<file path="src/rtl/cache_pkg.sv">
`default_nettype none
// ============================================================================
//  Module      : cache_pkg
//  Description : Shared types and address-field constants for the data cache
//  Revision    : 1.0  initial release
// ============================================================================
package cache_pkg;

   // Address layout: tag [11:9], index [8:4], word [3:2], byte [1:0]
   localparam int c_ADDR_W   = 12;
   localparam int c_DATA_W   = 32;
   localparam int LINE_W     = 128;
   localparam int c_TAG_LSB  = 9;
   localparam int c_IDX_LSB  = 4;
   localparam int c_IDX_W    = 5;
   localparam int c_WORD_LSB = 2;
   localparam int c_WORD_W   = 2;

   typedef enum logic [1:0] {
      IDLE   = 2'd0,
      WRITE  = 2'd1,
      REFILL = 2'd2,
      DONE   = 2'd3
   } state_t;

endpackage
`default_nettype wire

</file>
<file path="src/rtl/dcache_line_store.sv">
`default_nettype none
// ============================================================================
//  Module      : dcache_line_store
//  Description : Direct-mapped valid/tag/data storage with combinational hit
//  Revision    : 1.0  initial release
// ============================================================================
module dcache_line_store
   import cache_pkg::*;
#(
   parameter int LINES = 32,
   parameter int TAG_W = 3
)
(
   input  logic                clk,
   input  logic                valid_clr,
   input  logic [c_IDX_W-1:0]  index,
   input  logic [TAG_W-1:0]    tag_cmp,
   output logic                hit,
   output logic [LINE_W-1:0]   line_rdata,
   input  logic                line_we,
   input  logic [LINE_W-1:0]   line_wdata,
   input  logic [TAG_W-1:0]    line_wtag,
   input  logic                word_we,
   input  logic [c_WORD_W-1:0] word_sel,
   input  logic [c_DATA_W-1:0] word_wdata
);

   logic [LINES-1:0]  r_valid;
   logic [TAG_W-1:0]  r_tag  [LINES];
   logic [LINE_W-1:0] r_data [LINES];

   // Only the valid bits are cleared; tag and data keep stale contents
   always_ff @(posedge clk or posedge valid_clr) begin
      if (valid_clr)
         r_valid <= '0;
      else if (line_we)
         r_valid[index] <= 1'b1;
   end

   // Whole-line refill, or a single-word write-through update on a store hit
   always_ff @(posedge clk) begin
      if (line_we) begin
         r_tag[index]  <= line_wtag;
         r_data[index] <= line_wdata;
      end else if (word_we) begin
         r_data[index][{word_sel, 5'd0} +: c_DATA_W] <= word_wdata;
      end
   end

   assign hit        = r_valid[index] && (r_tag[index] == tag_cmp);
   assign line_rdata = r_data[index];

endmodule
`default_nettype wire

</file>
<file path="src/rtl/dcache_ctrl.sv">
`default_nettype none
// ============================================================================
//  Module      : dcache_ctrl
//  Description : Direct-mapped write-through, no-write-allocate data cache
//                controller with single-line refill
//  Revision    : 1.0  initial release
// ============================================================================
module dcache_ctrl
   import cache_pkg::*;
#(
   parameter int LINES = 32,
   parameter int TAG_W = 3
)
(
   input  logic                clk,
   input  logic                reset,
   input  logic [c_ADDR_W-1:0] cpu_addr,
   input  logic [c_DATA_W-1:0] cpu_wdata,
   input  logic                cpu_we,
   input  logic                cpu_re,
   output logic [c_DATA_W-1:0] cpu_rdata,
   output logic                cpu_stall,
   output logic [c_ADDR_W-1:0] mem_addr,
   output logic [c_DATA_W-1:0] mem_wdata,
   output logic                mem_we,
   output logic                mem_re,
   output logic                mem_hit,
   output logic                mem_miss,
   input  logic [LINE_W-1:0]   mem_rdata,
   input  logic                mem_ready
);

   state_t              r_state;
   logic                r_load;
   logic [c_WORD_W-1:0] r_word;

   logic                w_idle;
   logic                w_hit;
   logic [c_IDX_W-1:0]  w_index;
   logic [c_WORD_W-1:0] w_word_sel;
   logic [LINE_W-1:0]   w_line;
   logic [c_DATA_W-1:0] w_word;
   logic                w_line_we;
   logic                w_word_we;

   assign w_idle = (r_state == IDLE);

   // In IDLE the CPU address selects the line; otherwise the captured one does,
   // so CPU input changes cannot disturb an in-flight transaction
   assign w_index    = w_idle ? cpu_addr[c_IDX_LSB +: c_IDX_W]
                              : mem_addr[c_IDX_LSB +: c_IDX_W];
   assign w_word_sel = w_idle ? cpu_addr[c_WORD_LSB +: c_WORD_W] : r_word;

   assign w_line_we = (r_state == REFILL) && mem_ready;
   assign w_word_we = (r_state == WRITE) && mem_ready && mem_hit;

   dcache_line_store #(
      .LINES (LINES),
      .TAG_W (TAG_W)
   ) u_store (
      .clk        (clk),
      .valid_clr  (reset),
      .index      (w_index),
      .tag_cmp    (cpu_addr[c_TAG_LSB +: TAG_W]),
      .hit        (w_hit),
      .line_rdata (w_line),
      .line_we    (w_line_we),
      .line_wdata (mem_rdata),
      .line_wtag  (mem_addr[c_TAG_LSB +: TAG_W]),
      .word_we    (w_word_we),
      .word_sel   (mem_addr[c_WORD_LSB +: c_WORD_W]),
      .word_wdata (mem_wdata)
   );

   assign w_word = w_line[{w_word_sel, 5'd0} +: c_DATA_W];

   // Stall from the launch cycle (stores and load misses) until DONE
   assign cpu_stall = !reset &&
                      ((w_idle && (cpu_we || (cpu_re && !w_hit))) ||
                       (r_state == WRITE) || (r_state == REFILL));

   // Load data: zero-latency on an IDLE hit, or the refilled word in DONE
   assign cpu_rdata = ((!reset && w_idle && cpu_re && !cpu_we && w_hit) ||
                       ((r_state == DONE) && r_load)) ? w_word : '0;

   // Transaction FSM with registered memory-side address, data and strobes
   always_ff @(posedge clk or posedge reset) begin
      if (reset) begin
         r_state   <= IDLE;
         r_load    <= 1'b0;
         r_word    <= '0;
         mem_addr  <= '0;
         mem_wdata <= '0;
         mem_we    <= 1'b0;
         mem_re    <= 1'b0;
         mem_hit   <= 1'b0;
         mem_miss  <= 1'b0;
      end else begin
         case (r_state)
            IDLE: begin
               if (cpu_we) begin
                  r_state   <= WRITE;
                  r_load    <= 1'b0;
                  r_word    <= cpu_addr[c_WORD_LSB +: c_WORD_W];
                  mem_addr  <= cpu_addr;
                  mem_wdata <= cpu_wdata;
                  mem_we    <= 1'b1;
                  mem_hit   <= w_hit;
                  mem_miss  <= !w_hit;
               end else if (cpu_re && !w_hit) begin
                  r_state  <= REFILL;
                  r_load   <= 1'b1;
                  r_word   <= cpu_addr[c_WORD_LSB +: c_WORD_W];
                  mem_addr <= {cpu_addr[c_ADDR_W-1:c_IDX_LSB], {c_IDX_LSB{1'b0}}};
                  mem_re   <= 1'b1;
                  mem_hit  <= 1'b0;
                  mem_miss <= 1'b1;
               end
            end
            WRITE, REFILL: begin
               if (mem_ready) begin
                  r_state  <= DONE;
                  mem_we   <= 1'b0;
                  mem_re   <= 1'b0;
                  mem_hit  <= 1'b0;
                  mem_miss <= 1'b0;
               end
            end
            DONE: begin
               r_state <= IDLE;
            end
            default: begin
               r_state <= IDLE;
            end
         endcase
      end
   end

endmodule
`default_nettype wire

</file>
<file path="config.mk">
export PLATFORM = sky130hd
export DESIGN_NAME = dcache_ctrl
export DESIGN_NICKNAME = d
export VERILOG_FILES = /design/src/rtl/cache_pkg.sv /design/src/rtl/dcache_line_store.sv /design/src/rtl/dcache_ctrl.sv
export SDC_FILE = /design/constraint.sdc
export NUM_CORES = 2
export LEC_CHECK = 0
export BUFFER_PORTS_ARGS = -buffer_cell sky130_fd_sc_hd__buf_2
export CAP_MARGIN = 10
export CELL_PAD_IN_SITES_DETAIL_PLACEMENT = 0
export CELL_PAD_IN_SITES_GLOBAL_PLACEMENT = 1
export CORE_ASPECT_RATIO = 0.75
export CORE_MARGIN = 10
export CORE_UTILIZATION = 30
export DETAILED_ROUTE_END_ITERATION = 16
export HOLD_SLACK_MARGIN = 0.02
export PLACE_DENSITY = 0.52
export SLEW_MARGIN = 20
export SYNTH_ARGS = -nofsm -noshare
export SYNTH_HDL_FRONTEND = slang
export SYNTH_MEMORY_MAX_BITS = 65536
export SYNTH_SLANG_ARGS = --single-unit
</file>
<file path="constraint.sdc">
create_clock -name clk -period 10.9 [get_ports clk]
set_clock_uncertainty 0.2 [all_clocks]
set_input_delay 2.18 -clock clk [delete_from_list [all_inputs] [get_ports clk]]
set_output_delay 2.18 -clock clk [all_outputs]
set_load 0.005 [all_outputs]
</file>
# Word level (Yosys, flattened, before mapping)
# Memories as Yosys holds them, arrays and structs flattened.
# Cells that the tools add are included.
op_classes:
  reduce_logical: 30
  order_cmp: 2
  addsub: 1
  n_eq_ne: 9
  mux: 160
  bitwise: 129
  shift: 3
op_table:
  columns: ["operator", "count"]
  rows:
  - ["two-way mux 1 bit", 142]
  - ["two-way mux 128 bit", 1]
  - ["OR 1 bit", 128]
  - ["variable shift 32 x 9 -> 128 bit (first input constant)", 1]
  - ["variable part select 128 x 8 -> 32 bit", 1]
  - ["variable part select 32 x 9 -> 128 bit", 1]
  - ["two-way mux 32 bit", 1]
  - ["OR 32 bit", 1]
  - ["two-way mux 12 bit", 2]
  - ["logical AND 1 bit", 13]
  - ["two-way mux 2 bit", 6]
  - ["negation 7 -> 9 bit", 1]
  - ["case mux 1 bit (2 select lines)", 4]
  - ["< comparator 5 x 6 -> 1 bit (second input constant)", 1]
  - ["!= test 2 bit (second input constant)", 3]
  - ["case mux 2 bit (3 select lines)", 1]
  - ["AND reduction 2 bit", 3]
  - ["AND reduction 3 bit", 2]
  - ["binary-select mux 1 bit (select 5 bit)", 1]
  - ["demux 1 bit (select 5 bit)", 1]
  - ["greater-or-equal comparator 5 x 1 -> 1 bit (second input constant)", 1]
  - ["two-way mux 5 bit", 1]
  - ["== test 2 bit (second input constant)", 2]
  - ["logical OR 1 bit", 4]
  - ["other kinds (9)", 12]
word_totals:
  reg_bits: 85
  memories: 2
  ram_bits: 4192
  out_inout_bits: 81
  word_cells: 346
memory_table:
  columns: ["name", "depth", "word_bits", "read_ports", "rd_clocked_by_memory_dff", "wr", "line", "rtl"]
  rows:
  - ["u_store.r_data", 32, 128, 1, 0, 1, "dcache_line_store.sv:30", "logic [LINE_W-1:0] r_data [LINES];"]
  - ["u_store.r_tag", 32, 3, 1, 0, 1, "dcache_line_store.sv:29", "logic [TAG_W-1:0] r_tag [LINES];"]

# Longest topological paths before layout
logic_depth:
  word_depth: 12
  ltp_mapped: 15
  mapped_depth_nobuf: 11

# Hierarchy
# From an unflattened synthesis, not the netlist that was laid out.
hier_totals:
  hier_cells: 7267
  area_unflattened_um2: 163441.8
modules_own_cells:
  columns: ["mod", "area_each_um2", "seq_area_each_um2", "instances", "cells_per_inst"]
  rows:
  - ["dcache_line_store", 159511.7, 126681.5, 1, 6777]
  - ["dcache_ctrl", 3930.0, 1326.3, 1, 490]

# Worst setup path before layout
# No wires, ideal clock.
synth_timing:
  path_kind: "input to output"
  from: "in cpu_addr[4]"
  to: "out cpu_rdata[21]"
  path_stages: 12
  t_required_ps: 8520
  setup_slack_ps: 3884
  t_arrival_ps: 4636
  n_path_buf: 3
  path_cell_list: "mux2_4 > buf_6 > buf_12 > mux2i_1 > a221oi_1 > a31oi_1 > nor4_1 > xnor2_1 > nand4_2 > o41a_4 > buf_6 > a211oi_2"
synth_via:
  elab_chain_cells: 7
  word_cells_on_any_way: 11
synth_lines:
  columns: ["item", "line", "rtl"]
  rows:
  - ["start: declaration", "dcache_ctrl.sv:17", "input logic [c_ADDR_W-1:0] cpu_addr,"]
  - ["two-way mux 5 bit (*)", "dcache_ctrl.sv:50", "assign w_index = w_idle ? cpu_addr[c_IDX_LSB +: c_IDX_W]"]
  - ["branches (longest 5 deep; another with memory read (32 x 128 bit))", null, null]
  - ["two-way mux 32 bit (*)", "dcache_ctrl.sv:84", "((r_state == DONE) && r_load)) ? w_word : '0;"]
  - ["end: declaration", "dcache_ctrl.sv:21", "output logic [c_DATA_W-1:0] cpu_rdata,"]
# Mark *: on every way between the ends. The select of a mux whose other input is x is not followed.

# Worst setup path after layout
layout_timing:
  from: "reg r_state[1]"
  to: "out cpu_rdata[5]"
layout_via:
  elab_chain_cells: 8
  word_cells_on_any_way: 18
layout_lines:
  columns: ["item", "line", "rtl"]
  rows:
  - ["start: declaration", "dcache_ctrl.sv:33", "state_t r_state;"]
  - ["start signal: assignment", "dcache_ctrl.sv:89", "r_state <= IDLE;"]
  - ["start signal: assignment", "dcache_ctrl.sv:102", "r_state <= WRITE;"]
  - ["start signal: assignment", "dcache_ctrl.sv:111", "r_state <= REFILL;"]
  - ["branches (longest 7 deep; another with memory read (32 x 128 bit))", null, null]
  - ["two-way mux 32 bit (*)", "dcache_ctrl.sv:84", null]
# Marks and branches as above.

==> run metrics <==
Sequential Area=between 0.1 and 0.15 mm²; Mapped Nets=7,821; run status=completed; placed inst area=0.177 mm²; hold-critical path depth=1; wire length per cell=35.5 µm; Worst Tran Pin Value=1270 ps; Clk pin slew, worst setup/hold paths=70 ps; number of fill cells=49,900; Boundary Pins=~260; Leak=just under 0.06 µW; Hold-fix buffers, CTS=0; Tcrit/Tclk final=approximately nine tenths; # resized after CTS=0; antenna violations before repair=52; hpwl dp=318 mm; Die Height=around 660 µm; CP max-delay cell=a211oi_1; Yosys reg bits=4,277; pwr dens=~260 mW/mm²; cts bufs inserted=427; # Max-Cap Violations=0; Setup TNS=0 ps; Achievable Freq=104 MHz; H-tree levels=5; Worst Path Arrival=roughly 7300 ps; Seq/Total Area, Yosys=78.2%; maximum root-to-sink buffer count=4; Fin Hold WS=between 200 and 300 ps; vias per cell=around 5.4; CTS root buffer=clkbuf_16; maximum VDD drop=between 0.2 and 0.3 mV; via count=85,700; 1st-iter DRT viols=just over 10,000; antenna-violating nets left=0; Synthesis Warnings=0; Async SR Flop Fraction=approximately 2.0%; Max stage delay on crit path=roughly 1100 ps; Post-CTS Setup Inserts=0; pin count of the biggest net entering global routing=133; area delta synth->final=17.2%; Core ar.=between 0.5 and 0.6 mm²; Post-synth EDFFs=4,192; count of distinct cell types in the synthesized netlist=between 60 and 70; final instance area=approximately 0.19 mm²; reg-to-reg critical path endpoint=mem_addr[11]; starting density of the core=around 30%; final setup vio count=0; number of global-route vias before repair=85,200; Hold Path Sink=u_store.r_valid[19]; crit path time final=between 9000 and 10,000 ps; Site Rows=234; critical path class=flip-flop to output pin; die area=0.576 mm²; CP cell instances=inv_1, ha_2, buf_4, mux2_8, buf_12, buf_4, mux4_2, o21ai_0, nor4_2, a211oi_1, a211oi_2, buf_2; layout cells sized above 1=32.0%; Syn Area/Cell=21.4 µm²; RD Place Congestion=0.765; RSZ-0062 raised after global routing=no; TritonCTS clock tree=done; Port Buf Inserts=between 200 and 300; GRT Resource Usage Total=between 10% and 20%; hold crit path type=flip-flop to flip-flop; main flop type after synthesis=edfxtp_1; HP Start=u_store.r_valid[19]; Reg2Reg Depth=13; Setup crit start=r_state[1]; Cell Area, Synth=0.164 mm²; drt pass-1 iters=7; WP data required=about 8500 ps; slew margin rel.=between 10% and 20%; # DRC=0; crit path launch type=flip-flop; global-route wire length before repair=758 mm; most used cell, CP=buf_4; total congestion overflow=0; FF-to-FF setup slack=5150 ps; Final Slew Violations=0; RR Startpoint=r_state[1]; DRT Wirelength=565 mm; Mapped Cells=~7,600; Die X=873 µm; multi-input logic area=0.0357 mm²; clock net sink count=4,277; Worst Setup End Kind=output pin; final hold vios=0; worst skew pair latency=1020 ps; worst-path fanout max=55; Layout Nets=8,491
==> cell usage in the layout (no fill, tap or decap), types with 125 or more instances in the layout <==
cell type / netlist / routed
buf_2: 135 / 257
buf_4: 4 / 424
clkbuf_16: 0 / 431
edfxtp_1: 4192 / 4192
mux4_2: 1036 / 1036
nand2_1: 391 / 387
nor2_1: 160 / 159
nor3_2: 1 / 125
o21ai_0: 331 / 203
o22ai_1: 324 / 323
==> layout make-up <==
cell class | count | area share, %
antenna | 39 | 0.0509
clock buffer | 504 | 5.78
clock inverter | 294 | 1.45
inverter | 8 | 0.0170
multi-input combinational | 2882 | 18.6
sequential | 4277 | 66.8
tap | 7198 | 4.70
timing repair buffer | 708 | 2.62
==> report_power, final <==
group / internal, µW / switching, µW
clock network: 8320 / 6470
logic: 6360 / 10700
registers: 18600 / 253
total: 33300 / 17400
==> cell families (layout without fill, tap and decap cells) <==
| logic type | Yosys count | after routing | share of synthesized area, % |
|---|---|---|---|
| muxes | 1061 | 1061 | 14.4 |
| DFF | 4277 | 4277 | 78.2 |
| buffers and inverters | 475 | 1514 | 1.25 |
| adders and majority gates | 10 | 10 | 0.0765 |
| AOI/OAI and AO/OA | 904 | 904 | 3.48 |
| xor gates and xnor gates | 3 | 3 | 0.0252 |
| and+or+nand+nor | 904 | 904 | 2.49 |
| other | 0 | 39 | 0 |
==> per-layer routing <==
layer  part of all wire [%]  GRT usage (%)  vias to the layer above
li1                       -              -                    33700
met3                    6.3           2.80                      738
met5                 0.0048              0                        -
met4                    3.9           6.26                        4
met1                     41           25.7                    47700
met2                     48           31.4                     3530
==> state kept, by name, indices dropped and copies added, names as in the netlist <==
| name | cells |
|---|---|
| u_store.r_data | 4096 |
| u_store.r_tag | 96 |
| mem_wdata | 32 |
| u_store.r_valid | 32 |
| mem_addr | 12 |
| r_state | 2 |
| r_word | 2 |
| mem_hit | 1 |
| mem_miss | 1 |
| mem_re | 1 |
| mem_we | 1 |
| r_load | 1 |
==> Yosys cell counts, types with 6 or more instances <==
master	count	area share (%)
mux2i_1	7	0.043
a22o_1	13	0.070
nand4_1	15	0.057
clkbuf_1	255	0.58
buf_2	135	0.41
buf_1	64	0.15
and2_1	10	0.038
dfrtp_1	85	1.3
nor2_1	160	0.37
nand3_1	7	0.021
mux2_4	6	0.055
o22ai_1	324	1.2
o22a_1	66	0.35
a21o_1	16	0.073
nor2b_1	7	0.027
a21oi_1	56	0.17
nor3_1	190	0.58
edfxtp_1	4192	77
inv_1	8	0.018
o21ai_0	331	1.0
mux2_2	9	0.062
mux4_2	1036	14
a211oi_2	29	0.22
nand2_1	391	0.90
ha_1	10	0.076
or2_2	32	0.12
a211oi_1	30	0.14
a22oi_1	13	0.060
buf_6	8	0.055
nor4_1	69	0.26
==> worst max path at each step <==
stage / end / slack, ps / cells after the start
2_1_floorplan: cpu_rdata[21] / 3880 / 12
3_3_place_gp: cpu_rdata[8] / 1400 / 12
3_5_place_dp: cpu_rdata[5] / 1500 / 10
4_1_cts: cpu_rdata[5] / 1230 / 12
5_1_grt: cpu_rdata[5] / 1080 / 13
6_report: cpu_rdata[5] / 1270 / 12
==> worst max-delay path, delay by kind of cell (launching register included) <==
kind            cells  cell delay, ps
fa+ha+maj           1             580
buf+inv             5            1830
compound gates      3            1630
mux                 2            1240
simple gates        1             190
flops               1             430
==> stage by stage <==
stage / total power [µW] / std cells / utilization, % / setup WS, ps
2_1_floorplan: 28700 / 7634 / - / 3880
3_3_place_gp: 36300 / 15100 / 32.6 / 1400
3_5_place_dp: 36400 / 15100 / 32.7 / 1500
4_1_cts: 51200 / 15900 / 35.2 / 1230
5_1_grt: 52400 / 15900 / 35.3 / 1080
6_report: 50700 / 15900 / 35.3 / 1270
Power figures use the tool's default switching activity.
